[config.mk]
export PLATFORM = sky130hd
export DESIGN_NAME = alu_cmd_sequencer_flat
export DESIGN_NICKNAME = d
export VERILOG_FILES = /design/src/rtl/alu_cmd_sequencer_if.sv /design/src/rtl/alu_cmd_sequencer.sv /design/src/flat_wrapper.sv
export SDC_FILE = /design/constraint.sdc
export NUM_CORES = 1
export LEC_CHECK = 0
export BUFFER_PORTS_ARGS = -buffer_cell sky130_fd_sc_hd__buf_2
export CAP_MARGIN = 30
export CORE_ASPECT_RATIO = 0.9
export CORE_MARGIN = 3
export CORE_UTILIZATION = 45
export CTS_BUF_LIST = sky130_fd_sc_hd__clkbuf_2
export CTS_CLUSTER_SIZE = 30
export DETAILED_ROUTE_END_ITERATION = 8
export GPL_TIMING_DRIVEN = 0
export PLACE_DENSITY = 0.72
export SLEW_MARGIN = 20
export SYNTH_ARGS = -nofsm -noshare
export SYNTH_HDL_FRONTEND = slang
export SYNTH_SLANG_ARGS = --single-unit
export TNS_END_PERCENT = 5
[constraint.sdc]
create_clock -name clk -period 1.5 [get_ports clk]
set_clock_uncertainty 0.1 [all_clocks]
set_input_delay 0 -clock clk [delete_from_list [all_inputs] [get_ports clk]]
set_output_delay 0 -clock clk [all_outputs]
set_load 0.01 [all_outputs]
[src/rtl/alu_cmd_sequencer_if.sv]
// Command/response handshake bundle between a host and alu_cmd_sequencer.
// Latency: none (wires only).
// Backpressure: cmd_valid/cmd_ready and rsp_valid/rsp_ready pairs.
// Ports: cmd_* (command in, valid/ready), rsp_* (result out, valid/ready).
// master = host side, slave = sequencer side.
interface alu_cmd_sequencer_if #(
    parameter int WIDTH = 6,
    parameter int NREG  = 4
);
    localparam int RW = (NREG > 1) ? $clog2(NREG) : 1;

    logic             cmd_valid;
    logic             cmd_ready;
    logic [3:0]       cmd_op;
    logic [RW-1:0]    cmd_rd;
    logic [RW-1:0]    cmd_rs1;
    logic [RW-1:0]    cmd_rs2;
    logic [WIDTH-1:0] cmd_imm;

    logic             rsp_valid;
    logic             rsp_ready;
    logic [WIDTH-1:0] rsp_data;
    logic             rsp_carry;
    logic             rsp_zero;
    logic [RW-1:0]    rsp_rd;

    modport master (
        output cmd_valid, cmd_op, cmd_rd, cmd_rs1, cmd_rs2, cmd_imm,
        input  cmd_ready,
        input  rsp_valid, rsp_data, rsp_carry, rsp_zero, rsp_rd,
        output rsp_ready
    );

    modport slave (
        input  cmd_valid, cmd_op, cmd_rd, cmd_rs1, cmd_rs2, cmd_imm,
        output cmd_ready,
        output rsp_valid, rsp_data, rsp_carry, rsp_zero, rsp_rd,
        input  rsp_ready
    );
endinterface

[src/rtl/alu_cmd_sequencer.sv]
// Sequences register-file ALU commands through an external combinational ALU.
// Latency: command accepted in cycle C -> rsp_valid in cycle C+2 (IDLE, EXEC, RESP).
// Backpressure: cmd_ready low in EXEC/RESP; response held stable until rsp_ready.
// Ports: clk/rst; bus (slave modport: cmd_*, rsp_*); alu_control/a/b out, alu_out/carry/zero in;
//        wr_en/wr_sel/wr_data host preload; rd_sel/rd_data combinational debug read.
// Optional feature: define SEQ_LOAD_IMM_EN to make op 4'b1111 a LOADI of cmd_imm that bypasses the ALU.
module alu_cmd_sequencer #(
    parameter int WIDTH = 6,
    parameter int NREG  = 4,
    localparam int RW   = (NREG > 1) ? $clog2(NREG) : 1
) (
    input  logic                  clk,
    input  logic                  rst,
    alu_cmd_sequencer_if.slave    bus,
    output logic [3:0]            alu_control,
    output logic [WIDTH-1:0]      alu_a,
    output logic [WIDTH-1:0]      alu_b,
    input  logic [WIDTH-1:0]      alu_out,
    input  logic                  alu_carry,
    input  logic                  alu_zero,
    input  logic                  wr_en,
    input  logic [RW-1:0]         wr_sel,
    input  logic [WIDTH-1:0]      wr_data,
    input  logic [RW-1:0]         rd_sel,
    output logic [WIDTH-1:0]      rd_data
);

    typedef enum logic [1:0] {
        IDLE = 2'd0,
        EXEC = 2'd1,
        RESP = 2'd2
    } state_t;

    state_t state_q;
    state_t state_d;

    logic cmd_ready_c;
    logic rsp_valid_c;
    logic in_exec;
    logic accept;

    logic [WIDTH-1:0] regfile [NREG];
    logic [RW-1:0]    rd_q;

    logic [WIDTH-1:0] wb_data;
    logic             wb_carry;
    logic             wb_zero;

`ifdef SEQ_LOAD_IMM_EN
    localparam logic [3:0] OP_LOADI = 4'b1111;
    logic             is_loadi;
    logic             loadi_q;
    logic [WIDTH-1:0] imm_q;
    assign is_loadi = (bus.cmd_op == OP_LOADI);
`else
    // Immediate has no consumer without the LOADI feature.
    logic unused_imm;
    assign unused_imm = ^bus.cmd_imm;
`endif

    // ---------------- FSM ----------------
    always_ff @(posedge clk or posedge rst) begin
        if (rst) begin
            state_q <= IDLE;
        end else begin
            state_q <= state_d;
        end
    end

    always_comb begin
        state_d     = state_q;
        cmd_ready_c = 1'b0;
        rsp_valid_c = 1'b0;
        in_exec     = 1'b0;
        case (state_q)
            IDLE: begin
                cmd_ready_c = 1'b1;
                if (bus.cmd_valid) begin
                    state_d = EXEC;
                end
            end
            EXEC: begin
                in_exec = 1'b1;
                state_d = RESP;
            end
            RESP: begin
                rsp_valid_c = 1'b1;
                if (bus.rsp_ready) begin
                    state_d = IDLE;
                end
            end
            default: state_d = IDLE;
        endcase
    end

    assign accept        = bus.cmd_valid & cmd_ready_c;
    assign bus.cmd_ready = cmd_ready_c;
    assign bus.rsp_valid = rsp_valid_c;

    // ---------------- Writeback source ----------------
    always_comb begin
        wb_data  = alu_out;
        wb_carry = alu_carry;
        wb_zero  = alu_zero;
`ifdef SEQ_LOAD_IMM_EN
        if (loadi_q) begin
            wb_data  = imm_q;
            wb_carry = 1'b0;
            wb_zero  = (imm_q == '0);
        end
`endif
    end

    // ---------------- Operand latch / ALU drive / response capture ----------------
    // The ALU input registers double as the operand latch: loaded at accept,
    // held through EXEC, cleared on the way out so the ALU sees 0 otherwise.
    always_ff @(posedge clk or posedge rst) begin
        if (rst) begin
            alu_control   <= '0;
            alu_a         <= '0;
            alu_b         <= '0;
            rd_q          <= '0;
            bus.rsp_data  <= '0;
            bus.rsp_carry <= 1'b0;
            bus.rsp_zero  <= 1'b0;
            bus.rsp_rd    <= '0;
`ifdef SEQ_LOAD_IMM_EN
            loadi_q       <= 1'b0;
            imm_q         <= '0;
`endif
        end else begin
            if (accept) begin
                rd_q        <= bus.cmd_rd;
                alu_control <= bus.cmd_op;
                alu_a       <= regfile[bus.cmd_rs1];
                alu_b       <= regfile[bus.cmd_rs2];
`ifdef SEQ_LOAD_IMM_EN
                loadi_q     <= is_loadi;
                imm_q       <= bus.cmd_imm;
                if (is_loadi) begin
                    alu_control <= '0;
                    alu_a       <= '0;
                    alu_b       <= '0;
                end
`endif
            end
            if (in_exec) begin
                alu_control   <= '0;
                alu_a         <= '0;
                alu_b         <= '0;
                bus.rsp_data  <= wb_data;
                bus.rsp_carry <= wb_carry;
                bus.rsp_zero  <= wb_zero;
                bus.rsp_rd    <= rd_q;
            end
        end
    end

    // ---------------- Register file ----------------
    // Writeback is assigned after the host write so it wins on the same index.
    always_ff @(posedge clk or posedge rst) begin
        if (rst) begin
            for (int i = 0; i < NREG; i++) begin
                regfile[i] <= '0;
            end
        end else begin
            if (wr_en) begin
                regfile[wr_sel] <= wr_data;
            end
            if (in_exec) begin
                regfile[rd_q] <= wb_data;
            end
        end
    end

    assign rd_data = regfile[rd_sel];

endmodule

[src/flat_wrapper.sv]
// flat-port wrapper written by rule: the top's interface ports become plain ports
module alu_cmd_sequencer_flat 
#(
    parameter int WIDTH = 6,
    parameter int NREG  = 4,
    localparam int RW   = (NREG > 1) ? $clog2(NREG) : 1
)
  (clk, rst, alu_control, alu_a, alu_b, alu_out, alu_carry, alu_zero, wr_en, wr_sel, wr_data, rd_sel, rd_data, bus_cmd_valid, bus_cmd_op, bus_cmd_rd, bus_cmd_rs1, bus_cmd_rs2, bus_cmd_imm, bus_cmd_ready, bus_rsp_valid, bus_rsp_data, bus_rsp_carry, bus_rsp_zero, bus_rsp_rd, bus_rsp_ready);
  alu_cmd_sequencer_if #(.WIDTH(WIDTH), .NREG(NREG)) bus_i ();
  input  logic clk;
  input  logic rst;
  output logic [3:0] alu_control;
  output logic [WIDTH-1:0] alu_a;
  output logic [WIDTH-1:0] alu_b;
  input  logic [WIDTH-1:0] alu_out;
  input  logic alu_carry;
  input  logic alu_zero;
  input  logic wr_en;
  input  logic [RW-1:0] wr_sel;
  input  logic [WIDTH-1:0] wr_data;
  input  logic [RW-1:0] rd_sel;
  output logic [WIDTH-1:0] rd_data;
  input wire logic [$bits(bus_i.cmd_valid)-1:0] bus_cmd_valid;
  input wire logic [$bits(bus_i.cmd_op)-1:0] bus_cmd_op;
  input wire logic [$bits(bus_i.cmd_rd)-1:0] bus_cmd_rd;
  input wire logic [$bits(bus_i.cmd_rs1)-1:0] bus_cmd_rs1;
  input wire logic [$bits(bus_i.cmd_rs2)-1:0] bus_cmd_rs2;
  input wire logic [$bits(bus_i.cmd_imm)-1:0] bus_cmd_imm;
  output wire logic [$bits(bus_i.cmd_ready)-1:0] bus_cmd_ready;
  output wire logic [$bits(bus_i.rsp_valid)-1:0] bus_rsp_valid;
  output wire logic [$bits(bus_i.rsp_data)-1:0] bus_rsp_data;
  output wire logic [$bits(bus_i.rsp_carry)-1:0] bus_rsp_carry;
  output wire logic [$bits(bus_i.rsp_zero)-1:0] bus_rsp_zero;
  output wire logic [$bits(bus_i.rsp_rd)-1:0] bus_rsp_rd;
  input wire logic [$bits(bus_i.rsp_ready)-1:0] bus_rsp_ready;
  assign bus_i.cmd_valid = bus_cmd_valid;
  assign bus_i.cmd_op = bus_cmd_op;
  assign bus_i.cmd_rd = bus_cmd_rd;
  assign bus_i.cmd_rs1 = bus_cmd_rs1;
  assign bus_i.cmd_rs2 = bus_cmd_rs2;
  assign bus_i.cmd_imm = bus_cmd_imm;
  assign bus_cmd_ready = bus_i.cmd_ready;
  assign bus_rsp_valid = bus_i.rsp_valid;
  assign bus_rsp_data = bus_i.rsp_data;
  assign bus_rsp_carry = bus_i.rsp_carry;
  assign bus_rsp_zero = bus_i.rsp_zero;
  assign bus_rsp_rd = bus_i.rsp_rd;
  assign bus_i.rsp_ready = bus_rsp_ready;
  alu_cmd_sequencer #(.WIDTH(WIDTH), .NREG(NREG)) u_core (.clk(clk), .rst(rst), .bus(bus_i), .alu_control(alu_control), .alu_a(alu_a), .alu_b(alu_b), .alu_out(alu_out), .alu_carry(alu_carry), .alu_zero(alu_zero), .wr_en(wr_en), .wr_sel(wr_sel), .wr_data(wr_data), .rd_sel(rd_sel), .rd_data(rd_data));
endmodule
---- Word level (Yosys, flattened, before mapping) ----
Index checks and enable logic that the tools add are counted.
storage, ports and cells
  flip-flop bits (word level) ............. 54
  bits of input ports ..................... 39
  output and inout bits ................... 34
cells by class
  order comparisons ....................... 7
  eq/ne operators ......................... 4
  muxes and demuxes ....................... 29
  bitwise gates (word level) .............. 6
  reduce and logical (&&, ||, !) cells .... 5
operator list
  kind                count
  $mux 6              12
  $bwmux 24           2
  $mux 24             2
  $bmux 6 s2          3
  $demux 6 s2         2
  $ge 3x3->1 const B  5
  $not 2->3           5
  $mux 4              2
  $lt 3x1->1 const B  2
  $pmux 2 s3          1
  $mux 2              2
  $ne 2x2->1 const B  2
  $mux 1              3
  $eq 2x1->1 const B  1
  $eq 2x2->1 const B  1
  $logic_and 1x1->1   2
  $logic_not 2->1     1
  $reduce_and 2->1    1
  $reduce_bool 2->1   1
  $and 1x1->1         1

---- Depth between registers and ports, before layout ----
Gate-level depths: netlist of run 1.
  depth after elaboration ................. 9
  mapped depth ............................ 5
  gate-level depth less buffers ........... 4

---- Least setup slack after synthesis of run 1 ----
No wires, ideal clock.
  kind .................................... flip-flop to flip-flop
  from .................................... register u_core.state_q[0]
  to ...................................... register u_core.alu_b[5]
  data arrival time ....................... 1.218 ns
  path slack .............................. 0.048 ns
  cell stages (with the launch flop) ...... 6
  buffers on the path ..................... 2
  cells stage by stage .................... dfrtp_1 -> or3b_1 -> buf_6 -> buf_8 -> nand3_1 -> o221ai_2
between the ends
  word-level cells in the longest chain between the ends .. 4
RTL lines
  element                             line                      source
  start, declared                     alu_cmd_sequencer.sv:34   state_t state_q;
  start signal, assigned              alu_cmd_sequencer.sv:66   state_q <= state_d;
  $logic_not 2->1                     alu_cmd_sequencer.sv:75   case (state_q)
  $mux 1                              alu_cmd_sequencer.sv:75
  $and 1x1->1                         alu_cmd_sequencer.sv:96   assign accept = bus.cmd_valid & cmd_ready_c;
  $reduce_bool 2->1 (no source line)  --
  end signal, assigned                alu_cmd_sequencer.sv:136  alu_b <= regfile[bus.cmd_rs2];
  end, declared                       alu_cmd_sequencer.sv:17   output logic [WIDTH-1:0] alu_b,
Parallel ways exist; a longest one is shown, timed or not.
A chain may end at the register's enable or synchronous reset.

---- Worst setup path after layout of run 1 ----
  from .................................... register u_core.regfile[6] (netlist name)
  to ...................................... output rd_data[0]
between the ends
  word-level cells in the longest chain between the ends .. 3
RTL lines
  element                                    line                      source
  start, declared                            alu_cmd_sequencer.sv:42   logic [WIDTH-1:0] regfile [NREG];
  start signal, assigned by index            alu_cmd_sequencer.sv:168  regfile[wr_sel] <= wr_data;
  start signal, assigned by index            alu_cmd_sequencer.sv:171  regfile[rd_q] <= wb_data;
  $bmux 6 s2                                 alu_cmd_sequencer.sv:176  assign rd_data = regfile[rd_sel];
  $mux 6 (implied by the code) (2 in a row)  alu_cmd_sequencer.sv:176
  end, declared                              flat_wrapper.sv:22        output logic [WIDTH-1:0] rd_data;
No other way between the ends. The select of a mux whose other input is x is not followed.

==> results of run 1 <==
## layer usage
metal  share of wire (%)  GRT usage (%)
met2                  47           34.2
met1                  45           33.2
met4                0.47           4.02
met3                 8.2           3.65
met5                   0              0
## critical path: cells and delay by family, from the launching register on
family | cells | cell delay (ps)
multiplexers | 1 | 500
flip-flops | 1 | 470
buffers and inverters | 1 | 140
## cells by family after synthesis
family | count (synthesis)
and+or+nand+nor | 70
AOI/OAI and AO/OA | 37
muxes | 64
buffers and inverters | 16
DFF | 54
## cell usage in the layout, fill, tap and decap left out, drive strengths merged
cell type and count:
o21ai 19, mux2 10, nand2b 2, nand4b 1, mux4 6, and3b 1
nor2 7, nand3 19, dlygate4sd3 30, clkbuf 9, clkinvlp 1, inv 2
or3b 1, and4bb 2, o221ai 12, mux2i 48, a21oi 6, nand3b 3
nand2 32, buf 100, dfrtp 54, nor4b 1, nor3b 1
## layout make-up
class,instances,area (sq um),area share (%)
Multi-Input combinational cell,171,1400,36.3
Sequential cell,54,1360,35.3
Timing Repair Buffer,119,843,22.0
Buffer,13,106,2.77
Tap cell,70,87.6,2.28
Clock buffer,7,35.0,0.912
Inverter,3,17.5,0.456
## where the power goes
part           internal, mW  switching, mW
clock                 0.121          0.448
combinational          1.87           1.70
sequential             2.15          0.492
## sequential cells by signal (all words and copies together), names as in the netlist
signal and cells:
u_core.bus.rsp_rd 2, u_core.state_q 2, u_core.rd_q 2, u_core.bus.rsp_data 6, u_core.alu_b 6, u_core.bus.rsp_zero 1, u_core.bus.rsp_carry 1, u_core.regfile 24
u_core.alu_control 4, u_core.alu_a 6
## worst min path at each step
stage	start	end	slack, ps
final	rst	u_core.rd_q[1]$_DFFE_PP0P_	70
after global routing	rst	u_core.rd_q[1]$_DFFE_PP0P_	110
after CTS	rst	u_core.rd_q[1]$_DFFE_PP0P_	90
after detailed placement	rst	u_core.bus.rsp_rd[0]$_DFFE_PP0P_	60
after global placement	bus_cmd_op[1]	u_core.alu_control[1]$_DFFE_PP0P_	90
after floorplan	bus_cmd_op[0]	u_core.alu_control[0]$_DFFE_PP0P_	5
## Yosys cell counts (2+ instances only)
| library cell | n | area share [%] |
|---|---|---|
| nand3b_1 | 2 | 0.54 |
| o221ai_1 | 10 | 3.1 |
| nand2_1 | 32 | 4.3 |
| dfrtp_1 | 54 | 48 |
| mux4_2 | 6 | 4.8 |
| inv_1 | 3 | 0.40 |
| a21oi_1 | 6 | 1.1 |
| and4bb_2 | 2 | 0.90 |
| o21ai_0 | 18 | 3.2 |
| nand3_2 | 2 | 0.72 |
| mux2i_1 | 48 | 17 |
| o221ai_2 | 2 | 1.1 |
| nor2_1 | 7 | 0.94 |
| nand2b_1 | 2 | 0.45 |
| mux2_2 | 10 | 4.0 |
| buf_4 | 2 | 0.54 |
| buf_2 | 7 | 1.3 |
| nand3_1 | 17 | 3.0 |
## timing repair
| item | 4_1_cts | 5_1_grt |
|---|---|---|
| pin swaps | 3 | 5 |
| endpoints found under the hold margin | 105 | 0 |
| endpoints found under the setup margin | 26 | 35 |
| gates cloned | 0 | 0 |
| buffers inserted | 23 | 1 |
| resized for setup | 12 | 15 |
| hold buffers | 30 | 0 |
## stage by stage
stage	setup TNS [ps]	setup WS, ps
after floorplan	0	48.0
after global placement	-32700	-602
after detailed placement	-421	-67.1
after CTS	-975	-131
after global routing	-2810	-206
final	-1120	-124
==> metrics.yaml, run 1 <==
crit_fanout: 2
area_growth_pct: 37.5
syn-num-nets: 280
cp-startpoint: "u_core.regfile[6]$_DFF_PP0_"
synth-seq-cells: 54
placed_cells: 376
clk_latency_ps: 430
async_flop_share_pct: 100
grt_max_degree: 55
rr_endpoint: "u_core.alu_a[2]$_DFFE_PP0P_"
fin_cells: 437
start_util_pct: 47.7
diodes: 0
design_area_sq_mm: 0.00384
drive_gt1_share_pct: 39.8
fmax_mhz: 616
drc: 0
grt_overflow: 0
r2r.worst_path.cells: 5
r2r_slack_ps: -120
rsz0062_at_grt: "true"
layout_setup_ws_ps: -124
finalPower_mw: 6.78
synth_edf_count: 0
status: "complete, but fails checks"
clk_pin_slew_ps: 260
die_area_sq_mm: 0.00719
die_w_microns: 89.0
slowest_stage: "mux4_2"
cp.required_ps: 1400
synth-xor-area-share_pct: 0
hold_slack_ps: 67.4
violations: "negative setup slack"
vias_per_cell: 5.51
via_count: 2410
cts_sinks: 54
setup_violations: 19
clk_path_buf_depth: 2
synth_top_family_by_area: "multiplexers"
max_cap_viol_count: 0
design.core.area_sq_mm: 0.00586
critPathMaxStageDelay_ps: 500
syn_area_sq_mm: 0.00279
worstSetupEndpoint: "rd_data[0]"
portBuffers: 65
period_share_pct: 108
crit_path_start_kind: "flop"
grt_pass1_wl_mm: 12.2
ys_seq_area_share_pct: 48.4
leakage_nw: 1.86
p_per_area_mw_per_mm2: 1760
synthSimpleGateAreaFrac_pct: 13.4
cts-root-buf: "clkbuf_2"
fp-row-count: 26
relSlewSlack_pct: 55.3
yosysWarnings: 0
criticalPathCategory: "flop to output pin"
grt_util_all_layers_pct: 22.1
yosysUniqueCellTypes: 29
fillers: 477
cts.htree.levels: 2
dr.pass1.iters: 4
finalWirelength_mm: 7.47
dp_hpwl_mm: 4.85
crit_chain: "mux4_2, buf_6"
synth-adder-area-share_pct: 0
cts_made_buffers: 5
synth_cells: 241
ios: 73
grt_pass1_vias: 2354
hold_viol: 0
ir_drop_mv: 0.972
drt-wirelength-per-cell_microns: 17.1
hold_path_class: "input port to asynchronous set/reset pin"
grt_antenna_before_repair: 0
endpoint_kind: "output pin"
syn_area_per_cell_sq_um: 11.6
fp.dieH_microns: 80.7
reg2reg_from: "u_core.state_q[0]$_DFFE_PP0P_"
postLayoutCoreUtil_pct: 65.6
antenna_left: 0
postPlaceCellArea_sq_mm: 0.00321
cp.arrival_ps: 1520
synth-main-ff-cell: "dfrtp_1"
synth_compound_area_share_pct: 8.69
gp_congestion: 0.841
layout.nets: 406
slew_violations: 0
drtIter0Drc: 190
cts_tree: "built"
final.min_clock_period_ps: 1620
worst_pin_slew_ps: 671
synthMuxAreaShare_pct: 26.1
Power figures use the tool's default switching activity.
==> inputs of run 2 (changes only) <==
CORE_MARGIN = 4   (was 3)
CORE_UTILIZATION = 49   (was 45)
PLACE_DENSITY = 0.88   (was 0.72)
==> run 2 against run 1 <==
Compared with the run above: global-route usage rose by 2.9 points; largest power group unchanged; wire length rose by 11%; critical path depth did not move; maximum frequency fell by 2.0%; critical endpoint is now rd_data[1]; the run still ends with negative setup slack left; cell count did not move; worst setup slack got worse by 33 ps; non-clock buffer count rose by 2; via count rose by 4.8%; combinational power rose by 4%; clock power rose by 2%.
==> metrics.yaml, run 2 (same netlist as run 1, synthesis figures left out) <==
final_common_cell: "buf_2"
placed_cells: 373  # -0.80%
diodes: 0  # unchanged
violations: "negative setup slack"
via_count: 2525  # +4.8%
power_frac_comb_pct: 53.4  # +0.7 points
p_int_mw: 4.18  # +1.1%
vias_per_cell: 5.78  # +4.8%
dp_hpwl_mm: 5.14  # +6.1%
cts_sinks: 54  # unchanged
fp.dieH_microns: 79.6  # -1.4%
cts-root-buf: "clkbuf_2"
cp-startpoint: "u_core.regfile[7]$_DFF_PP0_"
crit_path_start_kind: "flop"
cts.htree.levels: 2  # unchanged
largest_reg_flops: 24  # unchanged
reg2reg_from: "u_core.state_q[1]$_DFFE_PP0P_"
cts_made_buffers: 5  # unchanged
clk_pin_slew_ps: 270  # about the same
layout_setup_ws_ps: -157  # -32.5 ps
leakage_nw: 1.89  # +1.1%
drt-wirelength-per-cell_microns: 18.9  # +11%
period_share_pct: 110  # +2.2 points
drive_gt1_share_pct: 41.9  # +2.1 points
layout.nets: 408  # +0.49%
grt_pass1_vias: 2653  # +13%
p_per_area_mw_per_mm2: 1800  # +1.8%
max_cap_viol_count: 0  # unchanged
fin_cells: 437  # unchanged
grt_antenna_before_repair: 0  # unchanged
path_buf_inv: 1  # unchanged
die_w_microns: 87.6  # -1.6%
cp.arrival_ps: 1560  # +40 ps
cts_tree: "built"
slowest_stage: "mux4_2"
gp_congestion: 0.801  # -4.8%
grt_overflow: 0  # unchanged
dr.pass1.iters: 4  # unchanged
ir_drop_mv: 1.02  # +5.2%
clk_path_buf_depth: 2  # unchanged
hold_path_class: "input port to asynchronous set/reset pin"
grt_max_degree: 55  # unchanged
swShare_pct: 40.2  # +1.2 points
design.core.area_sq_mm: 0.00538  # -8.1%
antenna_left: 0  # unchanged
fmax_mhz: 604  # -2.0%
crit_chain: "mux4_2, buf_6"
ios: 73  # unchanged
grt_pass1_wl_mm: 13.1  # +7.8%
portBuffers: 65  # unchanged
slew_violations: 0  # unchanged
p_switching_mw: 2.81  # +6.3%
pre_cts_ws_ps: -84.0  # -16.9 ps
setup_violations: 20  # +1
final.min_clock_period_ps: 1660  # +32.5 ps
final_cell_mix: "buf_2 (65), dfrtp_1 (51), mux2i_1 (48), nand2_1 (30), dlygate4sd3_1 (30)"
clk_latency_ps: 470  # +40 ps
relSlewSlack_pct: 54.9  # -0.35 points
die_area_sq_mm: 0.00697  # -3.0%
path_delay_family: "multiplexers"
sequentialPowerShare_pct: 38.3  # -0.6 points
rsz0062_at_grt: "true"
drc: 0  # unchanged
critPathMaxStageDelay_ps: 490  # about the same
hold_viol: 0  # unchanged
worst_pin_slew_ps: 676  # +5.19 ps
area_growth_pct: 39.2
largest-register: "u_core.regfile"
fp-row-count: 25  # -3.8%
status: "complete, but fails checks"
grt_util_all_layers_pct: 24.9  # +2.9 points
endpoint_kind: "output pin"
finalWirelength_mm: 8.27  # +11%
criticalPathCategory: "flop to output pin"
drtIter0Drc: 214  # +13%
p_clk_share_pct: 8.3  # about the same
start_util_pct: 51.9  # +4.2 points
cp.required_ps: 1400  # about the same
crit_fanout: 2  # unchanged
[run 2: changes by cell type in the layout (fill, tap and decap cells not counted), moves of 2 or more]
cell      change
nand3_1       -2
o221ai_2      +2
nand3_2       +2
nand2_1       -2
buf_4         +3
nand2_2       +2
o221ai_1      -2
[run 2: worst paths after layout]
path                                                           to  slack (ps)  cells past startpoint
worst min register to register  u_core.alu_control[2]$_DFFE_PP0P_         440                      2
worst max register to register        u_core.alu_a[1]$_DFFE_PP0P_        -110                      5
worst max-delay path                                   rd_data[1]        -160                      2
min in group clk                       u_core.rd_q[1]$_DFFE_PP0P_         130                      4
worst min-delay path                   u_core.rd_q[1]$_DFFE_PP0P_          20                      3
max in group asynchronous             u_core.regfile[4]$_DFF_PP0_         790                      3
[run 2: per-layer routing]
layer  GRT usage (%)  vias to the layer above  wire length [microns]
met5               0                        -                      0
met4            10.3                        0                    210
met3            6.60                       24                    839
met2            40.2                      141                   3910
met1            31.6                     1205                   3310
li1                -                     1155                      -
[run 2: what timing repair did]
action,CTS,global route
hold buffers,30,0
endpoints found under the hold margin,105,0
pin swaps,1,7
endpoints found under the setup margin,35,39
setup buffers,22,4
resized for setup,13,26
[run 2: cell type report]
cell class                      instances  area, sq um
Buffer                                 13          114
Clock buffer                            6         30.0
Clock inverter                          2         8.76
Fill cell                             373         1490
Inverter                                3         17.5
Multi-Input combinational cell        171         1430
Sequential cell                        54         1360
Tap cell                               67         83.8
Timing Repair Buffer                  121          852
[run 2: through the flow]
stage	power (mW)	hold WS, ps	util [%]	cell area (sq um)	TNS, ps
detailed placement	5.34	57.5	59.6	3200	-574
finish	6.99	24.7	72.3	3890	-1480
global route	7.46	71.6	72.3	3890	-3740
CTS	6.56	82.9	69.9	3760	-1080
global placement	5.19	90.8	59.5	3200	-31690
floorplan	4.35	5.44	-	2790	0
[run 2: power groups by stage]
stage                     logic [mW]  registers [mW]  clock network, mW
after floorplan                 1.58            2.77                  0
after global placement          2.47            2.72                  0
after detailed placement        2.55            2.79                  0
after CTS                       3.40            2.58              0.574
after global routing            4.05            2.76              0.650
final                           3.73            2.68              0.578
[run 2: worst reg2reg max path, cell delays in order (launching register included)]
cell      delay [ps]
dfrtp_2          550
or3b_1           380
buf_6            160
buf_12           150
nand3_2           70
o221ai_1         100
